### src/rtl/tcp_buffer_bind_if.sv
// Valid/ready metadata stream; the payload width is set per instance.
interface axis_meta #(
    parameter int unsigned DATA_W = 16
) ();
    logic              valid;
    logic              ready;
    logic [DATA_W-1:0] data;

    modport master (output valid, output data, input ready);
    modport slave  (input valid, input data, output ready);
endinterface

### src/rtl/tcp_buffer_bind.sv
// Buffer-slot binding table: binds, releases and session lookups arbitrated
// through a single FSM so every table write lands before the next request.
module tcp_buffer_bind #(
    parameter int unsigned FAIL_CNT_W = 16
) (
    input  logic                  clk,
    input  logic                  rstn,
    axis_meta.slave               s_axis_conn_send,
    axis_meta.master              m_axis_conn_recv,
    axis_meta.slave               s_axis_release,
    axis_meta.slave               s_axis_lookup,
    axis_meta.master              m_axis_lookup_rsp,
    output logic [5:0]            bound_cnt,
    output logic [FAIL_CNT_W-1:0] bind_fail_cnt
);
    localparam int unsigned SLOTS  = 32;
    localparam int unsigned ID_W   = 5;
    localparam int unsigned SESS_W = 16;
    localparam int unsigned CNT_W  = 6;

    typedef enum logic [2:0] {
        IDLE, REL, BIND_CHK, BIND_RSP, LOOK, LOOK_RSP
    } state_e;

    state_e                  state_q, state_d;
    logic [ID_W-1:0]         req_id_q;
    logic [SESS_W-1:0]       req_sess_q;
    logic                    req_en_q;
    logic [SLOTS-1:0]        slot_valid_q;
    logic [SESS_W-1:0]       slot_sess_q [SLOTS];
    logic [CNT_W-1:0]        bound_cnt_q;
    logic [FAIL_CNT_W-1:0]   fail_cnt_q;
    logic                    conn_valid_q;
    logic [ID_W+SESS_W:0]    conn_data_q;
    logic                    lk_valid_q;
    logic [ID_W:0]           lk_data_q;

    logic [SLOTS-1:0]        sess_match_c;
    logic                    bind_ok_c;
    logic                    lk_hit_c;
    logic [ID_W-1:0]         lk_idx_c;
    logic                    rel_acc_c, bind_acc_c, lk_acc_c;

    // Parallel session compare against every valid slot, lowest index wins.
    always_comb begin
        lk_hit_c = 1'b0;
        lk_idx_c = '0;
        for (int i = 0; i < int'(SLOTS); i++) begin
            sess_match_c[i] = slot_valid_q[i] && (slot_sess_q[i] == req_sess_q);
        end
        for (int i = int'(SLOTS) - 1; i >= 0; i--) begin
            if (sess_match_c[i]) begin
                lk_hit_c = 1'b1;
                lk_idx_c = ID_W'(i);
            end
        end
        bind_ok_c = !slot_valid_q[req_id_q] && !(|sess_match_c);
    end

    // State register.
    always_ff @(posedge clk) begin
        if (!rstn) state_q <= IDLE;
        else       state_q <= state_d;
    end

    // Next-state: fixed priority release > bind > lookup while idle.
    always_comb begin
        state_d = state_q;
        unique case (state_q)
            IDLE: begin
                if (s_axis_release.valid)        state_d = REL;
                else if (s_axis_conn_send.valid) state_d = BIND_CHK;
                else if (s_axis_lookup.valid)    state_d = LOOK;
            end
            REL:      state_d = IDLE;
            BIND_CHK: state_d = BIND_RSP;
            BIND_RSP: if (m_axis_conn_recv.ready) state_d = IDLE;
            LOOK:     state_d = LOOK_RSP;
            LOOK_RSP: if (m_axis_lookup_rsp.ready) state_d = IDLE;
            default:  state_d = IDLE;
        endcase
    end

    // Output decode: only the arbitration winner sees ready, and only in IDLE.
    always_comb begin
        s_axis_release.ready   = 1'b0;
        s_axis_conn_send.ready = 1'b0;
        s_axis_lookup.ready    = 1'b0;
        if (rstn && state_q == IDLE) begin
            s_axis_release.ready   = s_axis_release.valid;
            s_axis_conn_send.ready = !s_axis_release.valid && s_axis_conn_send.valid;
            s_axis_lookup.ready    = !s_axis_release.valid && !s_axis_conn_send.valid
                                     && s_axis_lookup.valid;
        end
    end

    assign rel_acc_c  = s_axis_release.valid   && s_axis_release.ready;
    assign bind_acc_c = s_axis_conn_send.valid && s_axis_conn_send.ready;
    assign lk_acc_c   = s_axis_lookup.valid    && s_axis_lookup.ready;

    // Request capture, table valid bits, counters and response registers.
    always_ff @(posedge clk) begin
        if (!rstn) begin
            req_id_q     <= '0;
            req_sess_q   <= '0;
            req_en_q     <= 1'b0;
            slot_valid_q <= '0;
            bound_cnt_q  <= '0;
            fail_cnt_q   <= '0;
            conn_valid_q <= 1'b0;
            conn_data_q  <= '0;
            lk_valid_q   <= 1'b0;
            lk_data_q    <= '0;
        end else begin
            unique case (state_q)
                IDLE: begin
                    if (rel_acc_c) begin
                        req_en_q   <= s_axis_release.data[21];
                        req_id_q   <= s_axis_release.data[20:16];
                        req_sess_q <= s_axis_release.data[15:0];
                    end else if (bind_acc_c) begin
                        req_en_q   <= 1'b0;
                        req_id_q   <= s_axis_conn_send.data[20:16];
                        req_sess_q <= s_axis_conn_send.data[15:0];
                    end else if (lk_acc_c) begin
                        req_en_q   <= 1'b0;
                        req_sess_q <= s_axis_lookup.data[15:0];
                    end
                end
                REL: begin
                    if (req_en_q && slot_valid_q[req_id_q]
                        && slot_sess_q[req_id_q] == req_sess_q) begin
                        slot_valid_q[req_id_q] <= 1'b0;
                        bound_cnt_q            <= bound_cnt_q - CNT_W'(1);
                    end
                end
                BIND_CHK: begin
                    conn_valid_q <= 1'b1;
                    conn_data_q  <= {bind_ok_c, req_id_q, req_sess_q};
                    if (bind_ok_c) begin
                        slot_valid_q[req_id_q] <= 1'b1;
                        bound_cnt_q            <= bound_cnt_q + CNT_W'(1);
                    end else if (fail_cnt_q != '1) begin
                        fail_cnt_q <= fail_cnt_q + FAIL_CNT_W'(1);
                    end
                end
                BIND_RSP: if (m_axis_conn_recv.ready) conn_valid_q <= 1'b0;
                LOOK: begin
                    lk_valid_q <= 1'b1;
                    lk_data_q  <= {lk_hit_c, lk_idx_c};
                end
                LOOK_RSP: if (m_axis_lookup_rsp.ready) lk_valid_q <= 1'b0;
                default: ;
            endcase
        end
    end

    // Session storage; contents are meaningless while the slot is invalid.
    always_ff @(posedge clk) begin
        if (state_q == BIND_CHK && bind_ok_c) slot_sess_q[req_id_q] <= req_sess_q;
    end

    assign m_axis_conn_recv.valid  = conn_valid_q;
    assign m_axis_conn_recv.data   = conn_data_q;
    assign m_axis_lookup_rsp.valid = lk_valid_q;
    assign m_axis_lookup_rsp.data  = lk_data_q;
    assign bound_cnt               = bound_cnt_q;
    assign bind_fail_cnt           = fail_cnt_q;
endmodule

### src/flat_wrapper.sv
// flat-port wrapper written by rule: the top's interface ports become plain ports
module tcp_buffer_bind_flat 
#(
    parameter int unsigned FAIL_CNT_W = 16
)
  (clk, rstn, bound_cnt, bind_fail_cnt, s_axis_conn_send_valid, s_axis_conn_send_data, s_axis_conn_send_ready, m_axis_conn_recv_valid, m_axis_conn_recv_data, m_axis_conn_recv_ready, s_axis_release_valid, s_axis_release_data, s_axis_release_ready, s_axis_lookup_valid, s_axis_lookup_data, s_axis_lookup_ready, m_axis_lookup_rsp_valid, m_axis_lookup_rsp_data, m_axis_lookup_rsp_ready);
  axis_meta #(.DATA_W(21)) s_axis_conn_send_i ();
  axis_meta #(.DATA_W(22)) m_axis_conn_recv_i ();
  axis_meta #(.DATA_W(22)) s_axis_release_i ();
  axis_meta #(.DATA_W(16)) s_axis_lookup_i ();
  axis_meta #(.DATA_W(6)) m_axis_lookup_rsp_i ();
  input  logic clk;
  input  logic rstn;
  output logic [5:0] bound_cnt;
  output logic [FAIL_CNT_W-1:0] bind_fail_cnt;
  input wire logic [$bits(s_axis_conn_send_i.valid)-1:0] s_axis_conn_send_valid;
  input wire logic [$bits(s_axis_conn_send_i.data)-1:0] s_axis_conn_send_data;
  output wire logic [$bits(s_axis_conn_send_i.ready)-1:0] s_axis_conn_send_ready;
  output wire logic [$bits(m_axis_conn_recv_i.valid)-1:0] m_axis_conn_recv_valid;
  output wire logic [$bits(m_axis_conn_recv_i.data)-1:0] m_axis_conn_recv_data;
  input wire logic [$bits(m_axis_conn_recv_i.ready)-1:0] m_axis_conn_recv_ready;
  input wire logic [$bits(s_axis_release_i.valid)-1:0] s_axis_release_valid;
  input wire logic [$bits(s_axis_release_i.data)-1:0] s_axis_release_data;
  output wire logic [$bits(s_axis_release_i.ready)-1:0] s_axis_release_ready;
  input wire logic [$bits(s_axis_lookup_i.valid)-1:0] s_axis_lookup_valid;
  input wire logic [$bits(s_axis_lookup_i.data)-1:0] s_axis_lookup_data;
  output wire logic [$bits(s_axis_lookup_i.ready)-1:0] s_axis_lookup_ready;
  output wire logic [$bits(m_axis_lookup_rsp_i.valid)-1:0] m_axis_lookup_rsp_valid;
  output wire logic [$bits(m_axis_lookup_rsp_i.data)-1:0] m_axis_lookup_rsp_data;
  input wire logic [$bits(m_axis_lookup_rsp_i.ready)-1:0] m_axis_lookup_rsp_ready;
  assign s_axis_conn_send_i.valid = s_axis_conn_send_valid;
  assign s_axis_conn_send_i.data = s_axis_conn_send_data;
  assign s_axis_conn_send_ready = s_axis_conn_send_i.ready;
  assign m_axis_conn_recv_valid = m_axis_conn_recv_i.valid;
  assign m_axis_conn_recv_data = m_axis_conn_recv_i.data;
  assign m_axis_conn_recv_i.ready = m_axis_conn_recv_ready;
  assign s_axis_release_i.valid = s_axis_release_valid;
  assign s_axis_release_i.data = s_axis_release_data;
  assign s_axis_release_ready = s_axis_release_i.ready;
  assign s_axis_lookup_i.valid = s_axis_lookup_valid;
  assign s_axis_lookup_i.data = s_axis_lookup_data;
  assign s_axis_lookup_ready = s_axis_lookup_i.ready;
  assign m_axis_lookup_rsp_valid = m_axis_lookup_rsp_i.valid;
  assign m_axis_lookup_rsp_data = m_axis_lookup_rsp_i.data;
  assign m_axis_lookup_rsp_i.ready = m_axis_lookup_rsp_ready;
  tcp_buffer_bind #(.FAIL_CNT_W(FAIL_CNT_W)) u_core (.clk(clk), .rstn(rstn), .s_axis_conn_send(s_axis_conn_send_i), .m_axis_conn_recv(m_axis_conn_recv_i), .s_axis_release(s_axis_release_i), .s_axis_lookup(s_axis_lookup_i), .m_axis_lookup_rsp(m_axis_lookup_rsp_i), .bound_cnt(bound_cnt), .bind_fail_cnt(bind_fail_cnt));
endmodule
### config.mk
export PLATFORM = sky130hd
export DESIGN_NAME = tcp_buffer_bind_flat
export DESIGN_NICKNAME = d
export VERILOG_FILES = /design/src/rtl/tcp_buffer_bind_if.sv /design/src/rtl/tcp_buffer_bind.sv /design/src/flat_wrapper.sv
export SDC_FILE = /design/constraint.sdc
export NUM_CORES = 1
export LEC_CHECK = 0
export ABC_AREA = 0
export CAP_MARGIN = 40
export CORE_ASPECT_RATIO = 1.5
export CORE_MARGIN = 3
export CORE_UTILIZATION = 45
export CTS_CLUSTER_SIZE = 28
export DETAILED_ROUTE_END_ITERATION = 8
export HOLD_SLACK_MARGIN = 0.08
export MAX_ROUTING_LAYER = met4
export PLACE_DENSITY = 0.65
export SETUP_SLACK_MARGIN = 0.2
export SKIP_CTS_REPAIR_TIMING = 1
export SLEW_MARGIN = 10
export SYNTH_ARGS = -nofsm -noshare
export SYNTH_HDL_FRONTEND = slang
export SYNTH_SLANG_ARGS = --single-unit
### constraint.sdc
create_clock -name clk -period 8.3 [get_ports clk]
set_input_delay 2.49 -clock clk [delete_from_list [all_inputs] [get_ports clk]]
set_output_delay 2.49 -clock clk [all_outputs]
set_load 0.01 [all_outputs]
==> flow_summary_export.csv, run 1 <==
group,metric,value,unit
floorplanning,ios,121,
setup_path,cp.required,5810,ps
cells_and_area,synthToLayoutAreaGrowth,12.9,%
route,vias,21511,
clock_tree,cts_buffer_depth,3,
route,drc,0,
placement,place_congestion,1.04,
sta,min_period,6730,ps
setup_path,reg2reg_from,"u_core.req_sess_q[5]$_SDFFE_PN0P_",
setup_path,max_stage_delay,570,ps
route,drt_wl_total,99400,um
route,wire_per_inst,28.8,um
sta,rsz0062_at_grt,"no",
power,clock_power_share,34.7,%
grt,grt_max_degree,61,
grt,antenna_found_initial,0,
min_path,min_from,"u_core.m_axis_lookup_rsp.data[4]$_SDFFE_PN0P_",
power,p_sw_share,28.8,%
sta,fmax,149,MHz
route,highest_layer,"met4",
setup_path,cp_max_fo,33,
cells_and_area,fill_cells,5939,
sta,slew_viol_final,0,
power,combinationalPowerShare,18.9,%
power,internal_power,5.70,mW
sta,maxSlewHeadroom,36.3,%
sta,hold_violations,0,
floorplanning,fp.dieH,332,um
cells_and_area,multi_input_area,13300,um2
clock_tree,cts_tree,"built",
synth,synth.avg_cell_area,13.2,um2
synth,ys_ff_latch,626,
route,first_iter_violations,2320,
sta,setup-tns-final,0,ps
sta,tightest_slew,955,ps
route,wl_met3,6280,um
placement,dp.cells,3342,
synth,ys.flop_type,"edfxtp_1",
grt,grt_pass1_vias,21386,
placement,io_buffers,120,
setup_path,critPathArrivalTime,4240,ps
cells_and_area,layout-drive-gt1-share,12.9,%
route,dr.pass1.iters,6,
sta,fin_skew,26.5,ps
synth,synthCells,2414,
synth,ys_seq_area_share,55.3,%
synth,synth_nets,2486,
synth,ys_async_sr_fraction,0,%
sta,period_share,81.1,%
floorplanning,die-width,223,um
min_path,holdCritPathClass,"reg -> reg",
setup_path,path_depth,7,
setup_path,r2r_cells,11,
floorplanning,die_area,74200,um2
grt,grt_overflow,0,
floorplanning,start_util,45.4,%
clock_tree,cts-root-buf,"clkbuf_16",
setup_path,crit_start,"rstn",
power,pwr-share-seq,46.3,%
setup_path,cp_top_family,"buffers and inverters",
route,antenna_left,0,
power,p_per_area,222,nW/um2
floorplanning,placementRows,119,
synth,synth.distinct_cells,76,
setup_path,criticalPathCategory,"in -> out",
synth,yosysWarnings,0,
synth,synth-edff-count,512,
route,met1_length,36300,um
setup_path,reg2reg_slack,2710,ps
power,vdd_drop_max,183,uV
power,p_switching,2.31,mW
placement,place_hpwl,69200,um
cells_and_area,fin_nets,2568,
grt,grt_pass1_wl,145000,um
clock_tree,h-tree-depth,2,
synth,yosysTopAreaCell,"edfxtp_1",
setup_path,worstPathCellList,"buf_2 -> inv_2 -> nor4_1 -> nand2_1 -> buf_4 -> inv_2 -> clkdlybuf4s50_1",
run,drv_cap,0,
route,viasPerCell,6.24,
setup_path,r2r_end,"u_core.slot_sess_q[0][11]$_DFFE_PP_",
cells_and_area,register_area,17700,um2
floorplanning,core_area,70300,um2
status,run_status,"finished, final reports clean",
setup_path,endpoint,"s_axis_release_ready",
synth,synth.area.top_cells,"edfxtp_1 (48%), xnor2_1 (7.9%), mux4_2 (7.9%)",
setup_path,startpoint_type,"primary input",
synth,synth_area,31900,um2
route,wl_met2,49700,um
setup_path,cp_num_buf_inv,5,
power,p_leak,11.7,nW
sta,setup_viol,0,
clock_tree,path_clk_slew,70,ps
grt,grt.total_usage,26.9,%
clock_tree,numCtsBuffers,56,
setup_path,cpMostUsedCell,"inv_2",
setup_path,end_kind,"primary output",
cells_and_area,stdcell_count,3450,
clock_tree,cts_sinks,626,
synth,synth_top_area_share,48.2,%
setup_path,cp_slowest_cell,"clkdlybuf4s50_1",
cells_and_area,num_antenna_cells,0,
clock_tree,insertion_delay,630,ps
-- stage by stage --
step	hold WS [ps]	total power [mW]	area (um2)	setup slack (ps)	utilization [%]
after floorplan	447	4.74	31900	2100	-
after global placement	442	5.23	33900	1630	48.2
after detailed placement	444	5.26	34000	1630	48.4
after CTS	451	8.02	36000	1610	51.2
after global routing	474	8.24	36000	1420	51.3
final	450	8.01	36000	1570	51.3
-- cell usage after synthesis (11+ instances only) --
library cell,number
xor2_1,238
o22ai_1,34
o31ai_1,22
and3_1,21
nor3_1,54
or3_1,11
nand4_1,79
edfxtp_1,512
buf_4,49
a211oi_1,17
nor2_1,90
clkbuf_1,51
nand3_1,66
and4_1,14
nor4_1,67
inv_1,14
a22oi_1,22
o21ai_0,29
nand2b_1,19
buf_2,50
mux2i_1,104
dfxtp_1,114
mux4_2,112
a21oi_1,86
xnor2_1,289
nand2_1,96
-- flip-flops by register name (all words and copies together), names as in the netlist, named ones only --
register	count
u_core.slot_sess_q	512
u_core.m_axis_conn_recv.data	22
u_core.bind_fail_cnt	16
u_core.req_sess_q	16
u_core.bound_cnt	6
u_core.m_axis_lookup_rsp.data	6
u_core.req_id_q	5
u_core.state_q	3
u_core.m_axis_conn_recv.valid	1
u_core.m_axis_lookup_rsp.valid	1
u_core.req_en_q	1
-- worst min-delay path: stages (launching register included) --
cell	delay, ps
dfxtp_1	310
nand2_1	50
a21oi_1	50
-- kinds of logic (layout without fill, tap and decap cells) --
kind of cell,Yosys count,after routing,share of synthesized area (%)
buffers and inverters,186,315,3.20
AOI/OAI and AO/OA,275,275,5.61
adders and majority gates,6,6,0.259
muxes,220,220,11.3
and+or+nand+nor,574,574,9.84
DFF,626,626,55.3
xor gates and xnor gates,527,527,14.5
-- layout make-up --
cell class | instances | share of cell area, %
Clock inverter | 37 | 1.21
Sequential cell | 626 | 49.2
Inverter | 17 | 0.177
Timing Repair Buffer | 193 | 5.20
Multi-Input combinational cell | 1602 | 36.9
Clock buffer | 68 | 4.20
Tap cell | 907 | 3.15
-- metal layers --
layer / GRT usage (%) / vias to the layer above
met2: 45.4 / 1073
li1: - / 9316
met4: 15.7 / 0
met5: - / -
met3: 3.18 / 274
met1: 31.0 / 10848
-- power by group through the flow --
stage / clock (mW) / sequential [mW] / combinational [mW]
after global routing: 2.93 / 3.72 / 1.59
after CTS: 2.81 / 3.73 / 1.48
after detailed placement: 0 / 3.80 / 1.47
final: 2.78 / 3.71 / 1.52
after floorplan: 0 / 3.64 / 1.09
after global placement: 0 / 3.81 / 1.42
-- worst min path at each step --
| stage | end | depth (start not counted) | slack, ps |
|---|---|---|---|
| after floorplan | register | 2 | 450 |
| after global placement | u_core.m_axis_lookup_rsp.data[4]$_SDFFE_PN0P_ | 2 | 440 |
| after detailed placement | u_core.m_axis_lookup_rsp.data[4]$_SDFFE_PN0P_ | 2 | 440 |
| after CTS | u_core.m_axis_lookup_rsp.data[4]$_SDFFE_PN0P_ | 2 | 450 |
| after global routing | u_core.m_axis_conn_recv.data[19]$_SDFFE_PN0P_ | 2 | 470 |
| final | u_core.m_axis_lookup_rsp.data[4]$_SDFFE_PN0P_ | 2 | 450 |
-- cell usage in the layout, fill, tap and decap left out, types with 67 or more instances in the layout --
cell | synthesis | routed
edfxtp_1 | 512 | 512
nor2_1 | 90 | 88
xnor2_1 | 289 | 289
a21oi_1 | 86 | 86
nand2_1 | 96 | 96
xor2_1 | 238 | 238
mux4_2 | 112 | 112
nor4_1 | 67 | 67
nand4_1 | 79 | 79
clkdlybuf4s50_1 | 0 | 119
dfxtp_1 | 114 | 95
mux2i_1 | 104 | 104
No activity file was read; power rests on OpenSTA's default activity.
==> run 2, diff against run 1 <==
Clock period 8.3 ns to 6.8 ns, I/O delays scaled along.
==> run 2 against run 1 <==
Clock skew decreased by 2.6 ps. Core utilization is 0.13 points higher. Setup slack worse by 610 ps. Register-to-register slack worse by 1400 ps. Cell area increased by 0.25%. Global-route usage increased by 0.31 points. Critical path type unchanged.
==> flow_summary_export.csv, run 2 (synthesis gave the netlist of run 1 again) <==
group,metric,value,unit
setup_path,end_kind,"primary output",
power,combinationalPowerShare,18.1,%
cells_and_area,synthToLayoutAreaGrowth,13.2,%
cells_and_area,regMostFlops,"u_core.slot_sess_q",
grt,grt.total_usage,27.2,%
route,viasPerCell,6.20,
grt,grt_pass1_vias,21544,
setup_path,max_stage_delay,540,ps
power,clock_power_share,34.8,%
clock_tree,insertion_delay,640,ps
power,p_sw_share,28.8,%
sta,setup-tns-final,0,ps
clock_tree,path_clk_slew,70,ps
route,antenna_left,0,
cells_and_area,layout_common_cells,"edfxtp_1 (512), xnor2_1 (289), xor2_1 (238)",
grt,grtUsageMet2,46.2,%
cells_and_area,fin_nets,2584,
grt,antenna_found_initial,0,
floorplanning,die-width,223,um
setup_path,cp_slowest_cell,"clkdlybuf4s50_1",
cells_and_area,final_common_cell,"edfxtp_1",
setup_path,worstPathCellList,"buf_2 -> inv_2 -> nor4_1 -> nand3b_1 -> buf_4 -> inv_1 -> clkdlybuf4s50_1",
route,vias,21488,
placement,io_buffers,120,
clock_tree,numCtsBuffers,56,
grt,grt_max_degree,72,
grt,grt_pass1_wl,146000,um
route,first_iter_violations,2214,
setup_path,reg2reg_from,"u_core.req_sess_q[8]$_SDFFE_PN0P_",
cells_and_area,largest_reg_flops,512,
route,dr.pass1.iters,5,
grt,use_met3,3.53,%
grt,use_met1,31.2,%
floorplanning,die_area,74200,um2
setup_path,crit_start,"rstn",
sta,period_share,85.9,%
min_path,min_from,"u_core.m_axis_conn_recv.data[10]$_SDFFE_PN0P_",
placement,place_area,34200,um2
cells_and_area,num_antenna_cells,0,
cells_and_area,post-route-util,51.4,%
floorplanning,ios,121,
sta,min_period,5840,ps
setup_path,startpoint_type,"primary input",
cells_and_area,final_area,36100,um2
setup_path,cp_max_fo,17,
placement,place_congestion,0.990,
clock_tree,cts-root-buf,"clkbuf_16",
status,run_status,"finished, final reports clean",
sta,tightest_slew,912,ps
run,drv_cap,0,
sta,rsz0062_at_grt,"no",
power,p_switching,2.83,mW
route,wire_per_inst,28.8,um
floorplanning,fp.dieH,332,um
power,vdd_drop_max,173,uV
sta,slew_viol_final,0,
power,p_per_area,272,nW/um2
sta,maxSlewHeadroom,39.2,%
sta,fin_skew,23.9,ps
sta,hold_violations,0,
clock_tree,h-tree-depth,2,
clock_tree,cts_sinks,626,
clock_tree,cts_tree,"built",
floorplanning,placementRows,119,
setup_path,cp.required,4760,ps
grt,gr-max-usage-layer,"met2",
placement,place_hpwl,70700,um
floorplanning,core_area,70300,um2
cells_and_area,layout-drive-gt1-share,13.4,%
floorplanning,start_util,45.4,%
cells_and_area,fill_cells,5943,
setup_path,critPathArrivalTime,3800,ps
sta,setup_viol,0,
route,drt_wl_total,99900,um
power,pwr-share-seq,47.1,%
power,p_leak,11.8,nW
min_path,holdCritPathClass,"reg -> reg",
grt,grt_overflow,0,
setup_path,criticalPathCategory,"in -> out",
route,drc,0,
clock_tree,cts_buffer_depth,3,
sta,fmax,171,MHz
power,internal_power,7.00,mW
run 2: area by class of cell:
cell class / count / area [um2] / share of cell area [%]
Timing Repair Buffer: 209 / 1970 / 5.46
Clock inverter: 31 / 368 / 1.02
Clock buffer: 73 / 1590 / 4.40
Inverter: 17 / 63.8 / 0.177
Multi-Input combinational cell: 1602 / 13300 / 36.7
Tap cell: 907 / 1130 / 3.14
Sequential cell: 626 / 17700 / 49.1
run 2: critical path, delay by kind of cell:
family                 cells  cell delay (ps)
buffers and inverters      5             1130
and+or+nand+nor            2              630
run 2: worst paths after layout:
check | end | slack, ps | depth (start not counted)
worst max-delay path | s_axis_conn_send_ready | 960 | 7
worst min-delay path | u_core.m_axis_conn_recv.data[10]$_SDFFE_PN0P_ | 460 | 2
worst max register to register | u_core.slot_sess_q[24][13]$_DFFE_PP_ | 1340 | 11
worst min register to register | u_core.m_axis_conn_recv.data[10]$_SDFFE_PN0P_ | 460 | 2
run 2: per-stage QoR:
stage | setup slack (ps) | hold slack, ps | total power [mW] | instances
after floorplan | 1500 | 447 | 5.78 | 2414
after global placement | 1030 | 444 | 6.43 | 3356
after detailed placement | 987 | 446 | 6.46 | 3361
after CTS | 975 | 456 | 9.86 | 3465
after global routing | 877 | 476 | 10.1 | 3465
final | 961 | 455 | 9.84 | 3465
run 2: metal layers:
layer / up-vias / routed length, um / part of all wire [%]
met2: 1009 / 50500 / 51
met4: 0 / 6940 / 6.9
met5: - / 0 / 0
met1: 10839 / 36500 / 37
li1: 9346 / - / -
met3: 294 / 5980 / 6.0
run 2: power groups by stage:
stage	registers (mW)	logic (mW)	clock network, mW
after floorplan	4.45	1.34	0
after global placement	4.72	1.70	0
after detailed placement	4.71	1.75	0
after CTS	4.63	1.76	3.47
after global routing	4.64	1.87	3.61
final	4.63	1.78	3.43
